<file path="config.mk">
export PLATFORM = sky130hd
export DESIGN_NAME = round_rr_arbiter
export DESIGN_NICKNAME = d
export VERILOG_FILES = /design/src/rtl/round_rr_arbiter.sv
export SDC_FILE = /design/constraint.sdc
export NUM_CORES = 1
export LEC_CHECK = 0
export CAP_MARGIN = 5
export CORE_UTILIZATION = 40
export DETAILED_ROUTE_END_ITERATION = 7
export PLACE_DENSITY = 0.87
export REMOVE_ABC_BUFFERS = 1
export SLEW_MARGIN = 20
export SYNTH_ARGS = -nofsm -noshare
export SYNTH_HDL_FRONTEND = slang
export SYNTH_SLANG_ARGS = --single-unit
</file>
<file path="constraint.sdc">
create_clock -name clk -period 2.5 [get_ports clk]
set_clock_uncertainty 0.05 [all_clocks]
set_input_delay 0.375 -clock clk [delete_from_list [all_inputs] [get_ports clk]]
set_output_delay 0.375 -clock clk [all_outputs]
set_load 0.05 [all_outputs]
</file>
<file path="src/rtl/round_rr_arbiter.sv">
// Two-requester round-robin front end for a shared round-half-up stage.
// Results are registered once and tagged with the index of the requester that produced them.
module round_rr_arbiter #(
  parameter int DIN   = 16,
  parameter int NBITS = 4
) (
  input  logic           clk,
  input  logic           rst,
  output logic           din0_ready,
  input  logic           din0_valid,
  input  logic [DIN-1:0] din0_data,
  output logic           din1_ready,
  input  logic           din1_valid,
  input  logic [DIN-1:0] din1_data,
  input  logic           dout_ready,
  output logic           dout_valid,
  output logic [DIN-1:0] dout_data,
  output logic           dout_src
);

  localparam logic [DIN-1:0] HALF      = DIN'(1) << (NBITS - 1);
  localparam logic [DIN-1:0] KEEP_MASK = {DIN{1'b1}} << NBITS;

  logic           prio;
  logic           load_en;
  logic           grant;
  logic           xfer;
  logic [DIN-1:0] sel_data;
  logic [DIN-1:0] rounded;

  // A contended cycle goes to prio; a lone requester always wins.
  always_comb begin
    load_en    = ~dout_valid | dout_ready;
    grant      = (din0_valid & din1_valid) ? prio : din1_valid;
    din0_ready = load_en & din0_valid & ~grant & ~rst;
    din1_ready = load_en & din1_valid & grant & ~rst;
    xfer       = din0_ready | din1_ready;
    sel_data   = grant ? din1_data : din0_data;
    rounded    = (sel_data + HALF) & KEEP_MASK;
  end

  // Draining without a new transfer keeps the old data and source visible.
  always_ff @(posedge clk) begin
    if (rst) begin
      dout_valid <= 1'b0;
      dout_data  <= '0;
      dout_src   <= 1'b0;
      prio       <= 1'b0;
    end else if (xfer) begin
      dout_valid <= 1'b1;
      dout_data  <= rounded;
      dout_src   <= grant;
      prio       <= ~grant;
    end else if (dout_ready) begin
      dout_valid <= 1'b0;
    end
  end

endmodule

</file>
Yosys cells after proc, flatten, opt, wreduce, memory -nomap -nowiden:

Index checks and enable logic that the tools add are counted.

* input port bits: 37
* flip-flop bits (word level): 15

* bitwise gates (word level): 12
* $add $sub $neg: 1
* mux-type cells: 4
* reductions and logical operators: 1

Operator list (count)
* $add A16 B4 Y16 const B: 1
* $mux W16: 1
* $and A1 B1 Y1: 7
* $mux W1: 3
* $not A1 Y1: 3
* $or A1 B1 Y1: 2
* $reduce_bool A2 Y1: 1

Depth between registers and ports, before layout:

* depth in word-level cells: 7
* gate-level depth with buffers: 10
* gate-level depth less buffers: 9

Worst setup path after synthesis:

No wires, ideal clock.

* path kind: input to register
* start point: input din0_valid
* end point: register dout_data[15]
* arrival time: 1.978 ns
* library setup time: 0.119 ns
* path slack: 0.354 ns
* cell stages on the path: 10
* cells stage by stage: and2b_4 nor2_4 mux2_2 ha_1 clkbuf_1 nand2_1 nor3_1 a22oi_1 xnor2_1 o21ai_1

* longest elaborated chain between the ends: 6

Ends and longest elaborated chain
* start: declaration: RTL line 10 `input logic din0_valid,`
* parallel branches: the longest is 6 deep, another holds $add A16 B4 Y16
* end signal: assignment: RTL line 51 `dout_data <= rounded;`
* end: declaration: RTL line 17 `output logic [DIN-1:0] dout_data,`

Parallel ways; which one is timed is not known.
A chain may end at the register's enable or synchronous reset.

Final worst setup path:

* start point: input din0_valid
* end point: output din0_ready

* longest elaborated chain between the ends: 5

Ends and longest elaborated chain
* $and A1 B1 Y1: RTL line 34 `grant = (din0_valid & din1_valid) ? prio : din1_valid;`
* $mux W1: RTL line 34
* $not A1 Y1: RTL line 35 `din0_ready = load_en & din0_valid & ~grant & ~rst;`
* $and A1 B1 Y1 * (2 in a row): RTL line 35
* end: declaration: RTL line 9 `output logic din0_ready,`

Mark *: on every way between the ends. The rest lies on a longest branch, timed or not.

==> impl_metrics.env <==
export IMPL_dp_cells=225
export IMPL_synth_flop_cell="dfxtp_1"
export IMPL_tns_ns=0
export IMPL_drt_initial_drc_count=60
export IMPL_worst_pin_slew_ns=0.712
export IMPL_syn_avg_cell_area_um2=8.09
export IMPL_die_w_um=56.3
export IMPL_post_cts_setup_buffers=0
export IMPL_ys_ff_latch=15
export IMPL_hold_buffers=0
export IMPL_nNetsFinal=238
export IMPL_vias=1292
export IMPL_dr_pass1_iters=4
export IMPL_drt_wl_total_um=3140
export IMPL_area_delta_synth_final_pct=47.4
export IMPL_finalWeightedCongestion=0.816
export IMPL_grt_pass1_vias=1217
export IMPL_dp_hpwl_um=2500
export IMPL_endpoint_kind="primary output"
export IMPL_cts_root_buf="clkbuf_4"
export IMPL_startpoint_type="input port"
export IMPL_io_pins=57
export IMPL_arrival_ns=1.84
export IMPL_drt_vias_per_instance=5.64
export IMPL_ant_nets=0
export IMPL_async_flop_share=0
export IMPL_synth_distinct_cells=47
export IMPL_clkTransAtPathRegs_ns=0.09
export IMPL_hold_path_class="reg -> reg"
export IMPL_post_route_min_period_ns=2.26
export IMPL_numPortBuffers=46
export IMPL_cts_tree="yes"
export IMPL_cts_path_max_buffers=2
export IMPL_grt_pass1_wl_um=5390
export IMPL_diodes=0
export IMPL_synth_area_um2=1180
export IMPL_grt_util_all_layers=0.213
export IMPL_cts_buffers=3
export IMPL_worst_setup_path_type="in -> out"
export IMPL_row_count=19
export IMPL_layout_worst_path_cycle_share=0.904
export IMPL_rsz0062_at_grt="false"
export IMPL_dieArea_um2=3170
export IMPL_ir_drop_mv=0.387
export IMPL_syn_inst=146
export IMPL_seq_area_frac_synth=0.254
export IMPL_crit_path_max_fanout=9
export IMPL_final_cell_area_um2=1740
export IMPL_max_slew_margin=0.525
export IMPL_power_density_nw_per_um2=440
export IMPL_status="finished, final reports clean"
export IMPL_setup_viol=0
export IMPL_antenna_found_initial=0
export IMPL_hold_violations=0
export IMPL_instances_no_fill=229
export IMPL_grt_overflow=0
export IMPL_crit_required_ns=2.08
export IMPL_drc=0
export IMPL_h_tree_depth=1
export IMPL_dpl_cell_area_um2=1710
export IMPL_maxCapViolCount=0
export IMPL_drive_gt1_frac=0.141
export IMPL_die_h_um=56.3
export IMPL_yosysWarningCount=0
export IMPL_layout_common_cells="clkdlybuf4s50_1 (44), nand2_1 (15), dfxtp_1 (15)"
export IMPL_power_leakage_nw=0.632
export IMPL_ff2ff_setup_slack_ns=0.39
export IMPL_synth_edff_count=0
export IMPL_wl_per_cell_um=13.7
export IMPL_slew_violations=0
export IMPL_final_common_cell="clkdlybuf4s50_1"
export IMPL_clkSinkCount=15
export IMPL_fmax_mhz=442
export IMPL_grt_max_degree=19
export IMPL_ctsResizeCount=0
export IMPL_start_util=0.425
export IMPL_coreArea_um2=2780
export IMPL_clk_latency_ns=0.29
==> routing by layer <==
metal  vias up  global-route usage  share of wire
li1        630                   -              -
met3         2              0.0300          0.055
met5         -                   0              0
met4         0              0.0871         0.0057
met2        62               0.379           0.50
met1       598               0.255           0.44
==> power by group <==
group | internal, mW | switching, mW
Sequential | 0.261 | 0.0114
Combinational | 0.145 | 0.200
Clock | 0.0596 | 0.0880
==> through the flow <==
| step | utilization | hold slack (ns) | power [mW] | setup WS, ns |
|---|---|---|---|---|
| 6_report | 0.626 | 0.411 | 0.765 | 0.239 |
| 5_1_grt | 0.626 | 0.432 | 0.803 | 0.110 |
| 4_1_cts | 0.626 | 0.412 | 0.764 | 0.265 |
| 3_5_place_dp | 0.616 | 0.398 | 0.621 | -0.0325 |
| 3_3_place_gp | 0.616 | 0.389 | 0.615 | 0.0173 |
| 2_1_floorplan | - | 0.394 | 0.470 | 0.407 |
==> area by class of cell <==
cell class	instances	area, µm²
Clock buffer	3	22.5
Clock inverter	1	5.00
Fill cell	241	1040
Inverter	2	7.51
Multi-Input combinational cell	123	826
Sequential cell	15	300
Tap cell	31	38.8
Timing Repair Buffer	54	541
==> cell usage after synthesis, types with 2 or more instances <==
library cell   n  area, µm²
buf_4          4       30.0
xnor2_1        8       70.1
o21ai_0        7       35.0
mux2_2         3       33.8
a21oi_1        9       45.0
nand4_1        5       31.3
nor2_1         6       22.5
nand2b_1       3       18.8
nand3_1        7       35.0
ha_1           2       25.0
mux2i_1        5       50.1
nor3_1         6       30.0
xor2_1         5       43.8
o211ai_1       3       22.5
nand3b_1       7       52.6
clkbuf_1       2       7.51
buf_2          2       10.0
a21boi_0       2       15.0
nand2_1       15       56.3
o21a_1         2       15.0
dfxtp_1       15        300
and3_1         3       18.8
==> worst paths after layout <==
| kind | startpoint | to | cells past startpoint |
|---|---|---|---|
| max | din0_valid | din0_ready | 6 |
| min | dout_data[6] | dout_data[6] | 2 |
| max reg2reg | prio | dout_data[15] | 9 |
| min reg2reg | dout_data[6] | dout_data[6] | 2 |
==> cell families after synthesis <==
kind of cell | count (synthesis) | synth area share
AND/OR/NAND/NOR | 62 | 0.303
AO/OA/AOI/OAI | 34 | 0.195
flip-flops | 15 | 0.254
XOR/XNOR | 13 | 0.0964
buffers and inverters | 11 | 0.0561
multiplexers | 8 | 0.0710
adder cells (fa/ha/maj) | 2 | 0.0212
other | 1 | 0.00317
==> sequential cells by signal (all words and copies together) (netlist names) <==
signal / cells
dout_data: 12
dout_src: 1
dout_valid: 1
prio: 1
==> worst max-delay path, cell delays in order <==
cell	delay, ns
clkdlybuf4s50_1	0.48
buf_4	0.14
nand2b_1	0.25
nand2_2	0.18
and3_1	0.25
buf_12	0.16
No activity file was read; power rests on OpenSTA's default activity.
